**src/rtl/cnn_pkg.sv**
```systemverilog
// -----------------------------------------------------------------------------
// cnn_pkg
// Shared constants and types for the convolution front end.
//   DATA_WIDTH : bits per pixel
//   IMG_W/IMG_H: image geometry in pixels
//   K          : convolution window edge (window = K*K pixels)
//   pixel_t    : one pixel
//   window_t   : K*K pixels, element [r*K+c] with r/c = 0 at the top-left
// lastEmitIndex() gives the row/column index of the final pixel that produces
// a window, for either unit stride or stride 2.
// -----------------------------------------------------------------------------
package cnn_pkg;

    localparam int DATA_WIDTH = 16;
    localparam int IMG_W      = 32;
    localparam int IMG_H      = 32;
    localparam int K          = 5;

    typedef logic [DATA_WIDTH-1:0] pixel_t;
    typedef pixel_t [K*K-1:0]      window_t;

    // Index of the last pixel (along one axis) whose window is emitted.
    function automatic int lastEmitIndex(input int extent, input bit stride2);
        int idx;
        if (stride2) begin
            idx = (K - 1) + ((extent - K) / 2) * 2;
        end else begin
            idx = extent - 1;
        end
        return idx;
    endfunction

endpackage

```
**src/rtl/conv_window_gen_line_buffer.sv**
```systemverilog
// -----------------------------------------------------------------------------
// conv_window_gen_line_buffer
// IMG_W-deep line store holding the K-1 previous rows of every column.
// Each word packs K-1 pixels: tap 0 is the row directly above the current
// pixel, tap K-2 is the oldest row.  Read is combinational so the taps for
// the current column are available in the same cycle the pixel is accepted
// (read-before-write); the write pushes the new pixel in as tap 0 and drops
// the oldest row.
// Ports:
//   clk     : rising-edge clock
//   wrEn    : pixel accepted this cycle, update column addr
//   addr    : current column
//   wrPixel : accepted pixel
//   taps    : (K-1)*DATA_WIDTH vertical taps for column addr
// Contents are intentionally not reset.
// -----------------------------------------------------------------------------
module conv_window_gen_line_buffer
    import cnn_pkg::*;
#(
    parameter int DEPTH  = IMG_W,
    parameter int TAPS   = K - 1,
    parameter int ADDR_W = $clog2(IMG_W)
) (
    input  logic                       clk,
    input  logic                       wrEn,
    input  logic [ADDR_W-1:0]          addr,
    input  pixel_t                     wrPixel,
    output logic [TAPS*DATA_WIDTH-1:0] taps
);

    logic [TAPS*DATA_WIDTH-1:0] mem_r [DEPTH];
    logic [TAPS*DATA_WIDTH-1:0] wrWord_s;

    assign taps = mem_r[addr];

    generate
        if (TAPS > 1) begin : g_shift
            assign wrWord_s = {taps[(TAPS-1)*DATA_WIDTH-1:0], wrPixel};
        end else begin : g_single
            assign wrWord_s = wrPixel;
        end
    endgenerate

    // Column update: age the stored rows by one and insert the new pixel.
    always_ff @(posedge clk) begin
        if (wrEn) begin
            mem_r[addr] <= wrWord_s;
        end else begin
            mem_r[addr] <= mem_r[addr];
        end
    end

endmodule

```
**src/rtl/conv_window_gen.sv**
```systemverilog
// -----------------------------------------------------------------------------
// conv_window_gen
// Streaming KxK sliding-window generator.  Pixels arrive one per beat in
// raster order; every pixel at row>=K-1, col>=K-1 completes a window that is
// presented one cycle later on out_window through a one-deep output register.
// Ports:
//   clk        : rising-edge clock
//   reset      : asynchronous active-low reset (partial frame discarded)
//   in_valid   : in_pixel valid
//   in_ready   : pixel accepted when in_valid && in_ready
//   in_pixel   : raster-order pixel
//   out_valid  : out_window valid, held until out_ready
//   out_ready  : consumer takes the window
//   out_window : element [r*K+c] at bits [(r*K+c)*DATA_WIDTH +: DATA_WIDTH]
//   out_last   : final window of the frame
//   frame_done : one-cycle pulse after the final window handshakes
// Build option: define CONV_WIN_STRIDE2_EN to emit only windows whose row and
// column offsets from K-1 are both even; out_last then marks the last window
// actually emitted.
// -----------------------------------------------------------------------------
module conv_window_gen
    import cnn_pkg::*;
(
    input  logic                           clk,
    input  logic                           reset,
    input  logic                           in_valid,
    output logic                           in_ready,
    input  logic [DATA_WIDTH-1:0]          in_pixel,
    output logic                           out_valid,
    input  logic                           out_ready,
    output logic [K*K*DATA_WIDTH-1:0]      out_window,
    output logic                           out_last,
    output logic                           frame_done
);

    localparam int COL_W = $clog2(IMG_W);
    localparam int ROW_W = $clog2(IMG_H);
    localparam int TAPS  = K - 1;

`ifdef CONV_WIN_STRIDE2_EN
    localparam bit STRIDE2 = 1'b1;
`else
    localparam bit STRIDE2 = 1'b0;
`endif

    localparam logic [COL_W-1:0] FIRST_COL = COL_W'(K - 1);
    localparam logic [ROW_W-1:0] FIRST_ROW = ROW_W'(K - 1);
    localparam logic [COL_W-1:0] MAX_COL   = COL_W'(IMG_W - 1);
    localparam logic [ROW_W-1:0] MAX_ROW   = ROW_W'(IMG_H - 1);
    localparam logic [COL_W-1:0] LAST_COL  = COL_W'(lastEmitIndex(IMG_W, STRIDE2));
    localparam logic [ROW_W-1:0] LAST_ROW  = ROW_W'(lastEmitIndex(IMG_H, STRIDE2));

    logic [COL_W-1:0]          col_r;
    logic [ROW_W-1:0]          row_r;
    window_t                   winReg_r;
    window_t                   nextWin_s;
    logic [TAPS*DATA_WIDTH-1:0] lbTaps_s;

    logic                      inReady_s;
    logic                      inAccept_s;
    logic                      emit_s;
    logic                      isLast_s;
    logic                      outHandshake_s;

    logic                      outValid_r;
    window_t                   outWindow_r;
    logic                      outLast_r;
    logic                      frameDone_r;

    conv_window_gen_line_buffer u_line_buffer (
        .clk     (clk),
        .wrEn    (inAccept_s),
        .addr    (col_r),
        .wrPixel (in_pixel),
        .taps    (lbTaps_s)
    );

    // Handshake and window-emission decode for the pixel on the input.
    always_comb begin
        inReady_s      = !outValid_r || out_ready;
        inAccept_s     = in_valid && inReady_s;
        outHandshake_s = outValid_r && out_ready;
        emit_s         = 1'b0;
        isLast_s       = (row_r == LAST_ROW) && (col_r == LAST_COL);
        if ((row_r >= FIRST_ROW) && (col_r >= FIRST_COL)) begin
`ifdef CONV_WIN_STRIDE2_EN
            // (x - (K-1)) is even exactly when x and K-1 share the LSB.
            emit_s = (row_r[0] == FIRST_ROW[0]) && (col_r[0] == FIRST_COL[0]);
`else
            emit_s = 1'b1;
`endif
        end else begin
            emit_s = 1'b0;
        end
    end

    // Next window: shift every row left one column, new column enters at K-1
    // built from the line-buffer taps (oldest row on top) plus the new pixel.
    always_comb begin
        nextWin_s = winReg_r;
        for (int r = 0; r < K; r++) begin
            for (int c = 0; c < K - 1; c++) begin
                nextWin_s[r*K + c] = winReg_r[r*K + c + 1];
            end
        end
        for (int r = 0; r < K - 1; r++) begin
            nextWin_s[r*K + K - 1] = lbTaps_s[(K-2-r)*DATA_WIDTH +: DATA_WIDTH];
        end
        nextWin_s[(K-1)*K + K - 1] = in_pixel;
    end

    // Raster position of the next pixel; wraps to (0,0) after the last pixel.
    always_ff @(posedge clk or negedge reset) begin
        if (!reset) begin
            col_r <= '0;
            row_r <= '0;
        end else if (inAccept_s) begin
            if (col_r == MAX_COL) begin
                col_r <= '0;
                if (row_r == MAX_ROW) begin
                    row_r <= '0;
                end else begin
                    row_r <= row_r + ROW_W'(1);
                end
            end else begin
                col_r <= col_r + COL_W'(1);
                row_r <= row_r;
            end
        end else begin
            col_r <= col_r;
            row_r <= row_r;
        end
    end

    // KxK window shift register; data only, no reset needed.
    always_ff @(posedge clk) begin
        if (inAccept_s) begin
            winReg_r <= nextWin_s;
        end else begin
            winReg_r <= winReg_r;
        end
    end

    // Output register: loads a fresh window (possibly while the previous one
    // drains in the same cycle), otherwise holds until the consumer takes it.
    always_ff @(posedge clk or negedge reset) begin
        if (!reset) begin
            outValid_r  <= 1'b0;
            outWindow_r <= '0;
            outLast_r   <= 1'b0;
        end else if (inAccept_s && emit_s) begin
            outValid_r  <= 1'b1;
            outWindow_r <= nextWin_s;
            outLast_r   <= isLast_s;
        end else if (outHandshake_s) begin
            outValid_r  <= 1'b0;
            outWindow_r <= outWindow_r;
            outLast_r   <= 1'b0;
        end else begin
            outValid_r  <= outValid_r;
            outWindow_r <= outWindow_r;
            outLast_r   <= outLast_r;
        end
    end

    // End-of-frame pulse, one cycle after the final window is taken.
    always_ff @(posedge clk or negedge reset) begin
        if (!reset) begin
            frameDone_r <= 1'b0;
        end else begin
            frameDone_r <= outHandshake_s && outLast_r;
        end
    end

    assign in_ready   = inReady_s;
    assign out_valid  = outValid_r;
    assign out_window = outWindow_r;
    assign out_last   = outLast_r;
    assign frame_done = frameDone_r;

endmodule

```
**config.mk**
```make
export PLATFORM = sky130hd
export DESIGN_NAME = conv_window_gen
export DESIGN_NICKNAME = d
export VERILOG_FILES = /design/src/rtl/cnn_pkg.sv /design/src/rtl/conv_window_gen_line_buffer.sv /design/src/rtl/conv_window_gen.sv
export SDC_FILE = /design/constraint.sdc
export NUM_CORES = 2
export LEC_CHECK = 0
export BUFFER_PORTS_ARGS = -buffer_cell sky130_fd_sc_hd__buf_2
export CELL_PAD_IN_SITES_DETAIL_PLACEMENT = 1
export CELL_PAD_IN_SITES_GLOBAL_PLACEMENT = 2
export CORE_MARGIN = 5
export CORE_UTILIZATION = 52
export DETAILED_ROUTE_END_ITERATION = 8
export PLACE_DENSITY_LB_ADDON = 0.12
export REMOVE_ABC_BUFFERS = 1
export SLEW_MARGIN = 20
export SYNTH_ARGS = -nofsm -noshare
export SYNTH_HDL_FRONTEND = slang
export SYNTH_SLANG_ARGS = --single-unit
```
**constraint.sdc**
```tcl
create_clock -name clk -period 22.3 [get_ports clk]
set_clock_uncertainty 0.1 [all_clocks]
set_input_delay 3.345 -clock clk [delete_from_list [all_inputs] [get_ports clk]]
set_output_delay 3.345 -clock clk [all_outputs]
set_load 0.05 [all_outputs]
```
== After elaboration in Yosys (flattened, before gate mapping) ==
Memories as Yosys holds them, arrays and structs flattened.
Cells that the tools add are included.
Storage, ports and cells
  word-level logic and storage cells: 78
  memory bits (read-only): 0
  bits in latches: 0
  bits in registers: 733
  RAM bits: 2048
  memories: 1
Cells by class
  $add $sub $neg: 2
  order comparisons: 2
  divide/modulo/power cells: 0
  muxes and demuxes: 10
  reductions and logical operators: 10
  bitwise gates (word level): 1
  equal/unequal tests: 2
  shift-type cells: 0
  $mul: 0
Memory list
  u_line_buffer.mem_r: words 32, width 64, read ports 1, clocked after memory_dff 0, write ports 1, RTL line conv_window_gen_line_buffer.sv:31  | logic [TAPS*DATA_WIDTH-1:0] mem_r [DEPTH];
Operator list (count)
  64-bit two-way mux: 1
  5-bit by 1-bit adder with 5-bit output, second input constant: 2
  5-bit equality test, second input constant: 2
  5-bit by 3-bit >= comparator with 1-bit output, second input constant: 2
  5-bit two-way mux: 2
  1-bit two-way mux: 7
  1-bit logical AND: 6
  2-bit AND reduction: 1
  2-bit nonzero test: 1
  1-bit zero test: 1
  1-bit logical OR: 1
  1-bit bitwise OR: 1

== Longest topological paths before layout ==
  word-level depth: 6
  gate-level depth with buffers: 9

== Hierarchy ==
A second synthesis with hierarchy kept.
Unflattened totals
  cell total of the unflattened synthesis: 5377
  area total of the unflattened synthesis: 106183.1 µm²
Modules (own cells, without submodules)
  conv_window_gen_line_buffer: times used 1, area each 78987.0 µm², cells an instance 4145, seq. area each 61499.0 µm²
  conv_window_gen: times used 1, area each 27196.1 µm², cells an instance 1232, seq. area each 19944.1 µm²

== Worst setup path before layout ==
OpenSTA, ideal clock, no wires.
  path type: in2reg
  start point: in out_ready
  end point: mem u_line_buffer.mem_r[0][56] (netlist name), data pin
  setup time: 0.237 ns
  arrival: 14.742 ns
  path slack: 7.221 ns
  path buffers: 1
  stages: 5
  cells stage by stage: nand2b_1 -> nand2_1 -> inv_2 -> clkbuf_1 -> mux2_2
RTL lines
  from (decl): RTL line conv_window_gen.sv:30  | input logic out_ready,
  to (decl): RTL line conv_window_gen_line_buffer.sv:31

== Final worst setup path ==
  start point: in out_ready
  end point: reg outWindow_r (netlist bit out_window[75])
On the way
  longest elaborated chain between the ends: 3
Ends and longest elaborated chain
  1-bit logical OR: RTL line conv_window_gen.sv:80  | inReady_s = !outValid_r || out_ready;
  1-bit logical AND: RTL line conv_window_gen.sv:81  | inAccept_s = in_valid && inReady_s;
  1-bit logical AND: RTL line conv_window_gen.sv:151  | end else if (inAccept_s && emit_s) begin
  to (signal assigned): RTL line conv_window_gen.sv:153  | outWindow_r <= nextWin_s;
  to (signal assigned): RTL line conv_window_gen.sv:157  | outWindow_r <= outWindow_r;
  to (signal assigned): RTL line conv_window_gen.sv:161  | outWindow_r <= outWindow_r;
  to (decl): RTL line conv_window_gen.sv:66  | window_t outWindow_r;
No other way between the ends.
A chain may end at the register's enable or synchronous reset.

==> reports/summary.txt <==
LOGIC SYNTHESIS
-----------------------------------------------------------------------------------------
Combined area of all synthesized cells                                       105000 sq um
Yosys reg bits                                                                       2781
Total of warnings raised by yosys                                                       0
Synth Flop Type                                                              sky130_fd_sc_hd__edfxtp_1
Proportion of register bits with asynchronous set or reset after synthesis          0.149
Part of the Yosys area used for sequential elements                                 0.775
Most frequent cell after synthesis                                           sky130_fd_sc_hd__edfxtp_1
Share of Yosys cell area claimed by the top area cell type                          0.677
Xor and xnor fraction of the mapped netlist area                                        0
Share of cell area taken by muxes after synthesis                                   0.159
Count of distinct cell types in the synthesized netlist                                33
Synthesized-area fraction occupied by adder cells                                0.000952
Most common library cells after synthesis                                    sky130_fd_sc_hd__edfxtp_1 (2368), sky130_fd_sc_hd__mux2i_1 (1025), sky130_fd_sc_hd__o22ai_1 (512)
Cell count after synthesis                                                           5396
Area fraction in compound gates after synthesis                                    0.0321
Main combinational cell family by area after synthesis                       multiplexers
Leading area contributor after synthesis                                     sky130_fd_sc_hd__edfxtp_1
Post-Syn Area per Cell                                                         19.5 sq um
Post-Synth Simple-Gate Area                                                        0.0164
Cells taking the most area after synthesis                                   sky130_fd_sc_hd__edfxtp_1 (68%), sky130_fd_sc_hd__dfrtp_1 (9.8%), sky130_fd_sc_hd__mux2i_1 (9.8%), sky130_fd_sc_hd__mux2_4 (5.1%), sky130_fd_sc_hd__o22ai_1 (3.0%)
Number of enable flip-flop cells after synthesis                                     2368

ROUTE
-----------------------------------------------------------------------------------------
Per-cell via count in the routed design                                              6.13
Number of antenna-violating nets in the routed design                                   0
Post-DR wirelength/cell                                                           32.1 um
First-pass iteration count of the detailed router                                       5
Starting DRC count in detailed routing                                               5280
Via count                                                                           54300
DRC Markers                                                                             0
Final wirelength                                                                284000 um

FLOORPLANNING
-----------------------------------------------------------------------------------------
Area enclosed by the die boundary                                            211000 sq um
Standard-cell row count                                                               165
Width of the die                                                                   460 um
Area inside the core boundary                                                202000 sq um
Die Height                                                                         460 um
Boundary pin count                                                                    424
Initial core utilization                                                            0.521

CLOCKING
-----------------------------------------------------------------------------------------
Clock slew seen by the registers of the worst setup and hold paths                0.06 ns
Sink Count                                                                           2781
CTS H-tree lvls                                                                         5
Number of buffers on the longest clock path                                             4
CTS hold repair buffers                                                                 0
Buffers inserted by post-CTS timing repair                                              0
Clock latency on the worst-skew pair                                              0.93 ns
Total CTS buffers                                                                     301
Number of gates resized after cts                                                       0
TritonCTS clock tree                                                                 done
Clock root buffer                                                            sky130_fd_sc_hd__clkbuf_16

GLOBAL ROUTE
-----------------------------------------------------------------------------------------
Wire length of the first global-routing pass                                    405000 um
Sum of overflow across all layers after global routing                                  0
Pin count of the biggest net entering global routing                                  155
Total track usage                                                                   0.264
Vias in the first global route                                                      56800
Antenna violations before repair                                                       13

SETUP PATH
-----------------------------------------------------------------------------------------
Startpoint types                                                               input port
Cells on worst reg2reg path                                                             8
Endpoint kind of the worst setup timing path                                    flip-flop
Cell count along the critical path                                                      9
Signal arrival time at the worst endpoint                                         9.08 ns
Delay of the slowest critical-path stage                                          0.87 ns
Required time worst endpoint                                                     22.98 ns
Gate family responsible for the most delay along the worst path              buffers and inverters
Critical path's slowest cell                                                 sky130_fd_sc_hd__buf_4
Largest fanout on the critical path                                                    57
Critical path's most frequent cell                                           sky130_fd_sc_hd__buf_4
CP Cell Sequence                                                             buf_2 -> nand2b_1 -> nand2_4 -> or3_4 -> buf_4 -> buf_4 -> buf_4 -> buf_4 -> mux2_4
Buffering stage count on the worst path with inverters included                         5
Type of the worst setup path                                                       in2reg

CELLS AND AREA
-----------------------------------------------------------------------------------------
Fraction of layout cells with a size suffix above 1                                 0.241
Summed area of non-filler cells in the final layout                          120000 sq um
Area growth syn-to-layout                                                           13.9%
Final-stage net count                                                                5985

PLACED DESIGN
-----------------------------------------------------------------------------------------
Number of buffer cells added on primary ports                                         423
Placed Instance Area                                                         110000 sq um
Setup WS pre-CTS                                                                 13.05 ns
Half-perimeter wire length after detailed placement                             146000 um
Weighted congestion reported at the end of routability-driven placement             0.734

TIMING
-----------------------------------------------------------------------------------------
Relative slew margins                                                               0.239
RSZ-0062 raised after global routing                                                   no
Top achievable clock speed                                                        119 MHz
Actual slew at the worst max-slew pin                                             1.14 ns
Setup slack after layout                                                         13.90 ns
Period minus WS final                                                             8.40 ns
Endpoints failing hold                                                                  0
Final number of max-transition violations                                               0
Post-route fraction of the period consumed by the critical path                     0.377
Summed negative setup slack over all endpoints                                       0 ns
Final setup violation count                                                             0

POWER
-----------------------------------------------------------------------------------------
Power Dens Cells                                                              161 nW/um^2
Worst supply voltage drop on vdd                                               0.000125 V
Leakage power total                                                             0.0446 uW

RUN STATUS
-----------------------------------------------------------------------------------------
Outcome                                                                      finished clean

MIN PATH
-----------------------------------------------------------------------------------------
Hold path cells                                                                         0
Hold Path Class                                                                   reg2reg

FLOW RUN
-----------------------------------------------------------------------------------------
Max Cap Violations                                                                      0

-- routing by layer --
metal  vias to the layer above  wire length [um]  track usage
met5                         -                 7            0
li1                      22700                 -            -
met2                      2027            139000        0.441
met3                       486             18200       0.0425
met1                     29100            117000        0.358
met4                         2              9640       0.0884
-- cell type report --
| type | count | area [sq um] |
|---|---|---|
| diodes | 4 | 10.0 |
| clock buffers | 414 | 8400 |
| clock inverters | 113 | 962 |
| fillers | 17200 | 82000 |
| inverters | 5 | 26.3 |
| multi-input cells | 2320 | 22400 |
| flip-flops and latches | 2781 | 81400 |
| well taps | 2672 | 3340 |
| repair buffers | 548 | 3100 |
-- layout by cell type, fill, tap and decap left out, types with 95 or more instances in the layout --
cell	n
sky130_fd_sc_hd__buf_2	422
sky130_fd_sc_hd__mux2_4	355
sky130_fd_sc_hd__buf_4	122
sky130_fd_sc_hd__o22ai_1	512
sky130_fd_sc_hd__nor4_1	108
sky130_fd_sc_hd__clkbuf_16	310
sky130_fd_sc_hd__edfxtp_1	2368
sky130_fd_sc_hd__mux2_2	95
sky130_fd_sc_hd__mux2i_1	1025
sky130_fd_sc_hd__dfrtp_1	412
-- cells by family after synthesis --
group           after synthesis
mux                        1475
simple gates                296
buf+inv                     295
compound gates              541
fa+ha+maj                     8
flops                      2781
-- worst paths after layout --
check	slack [ns]	startpoint	end
worst min-delay path	0.34	nextWin_s[285]	nextWin_s[269]
worst max register to register	15.35	col_r[0]	u_line_buffer.mem_r[31][19]
min in group asynchronous	2.29	reset	out_window[366]
max in group asynchronous	16.91	reset	out_window[51]
worst max-delay path	13.90	out_ready	out_window[75]
worst min register to register	0.34	nextWin_s[285]	nextWin_s[269]
-- sequential cells by signal, indices dropped and copies added (netlist names) --
register,count
out_window,400
out_last,1
nextWin_s,320
col_r,5
out_valid,1
row_r,5
frame_done,1
u_line_buffer.mem_r,2048
-- report_power, final --
| part | leakage, uW | internal [uW] | switching [uW] |
|---|---|---|---|
| clock network | 0.00459 | 2810 | 1980 |
| registers | 0.0266 | 8290 | 398 |
| logic | 0.0135 | 1450 | 4380 |
-- through the flow --
step	util	total power, uW	std cells	hold slack [ns]
3_3_place_gp	0.546	14400	8326	0.324
6_report	0.594	19300	8857	0.343
4_1_cts	0.593	19400	8853	0.343
3_5_place_dp	0.547	14600	8326	0.334
5_1_grt	0.594	20000	8854	0.352
2_1_floorplan	-	14500	5106	0.322
-- worst reg2reg max path, delay by kind of cell, from the launching register on --
kind                   cells  cell delay, ns
muxes                      2            0.94
AOI/OAI and AO/OA          1            0.15
buffers and inverters      3            2.96
DFF                        1            1.04
and+or+nand+nor            2            1.43
(Power assumes the default switching activity.)
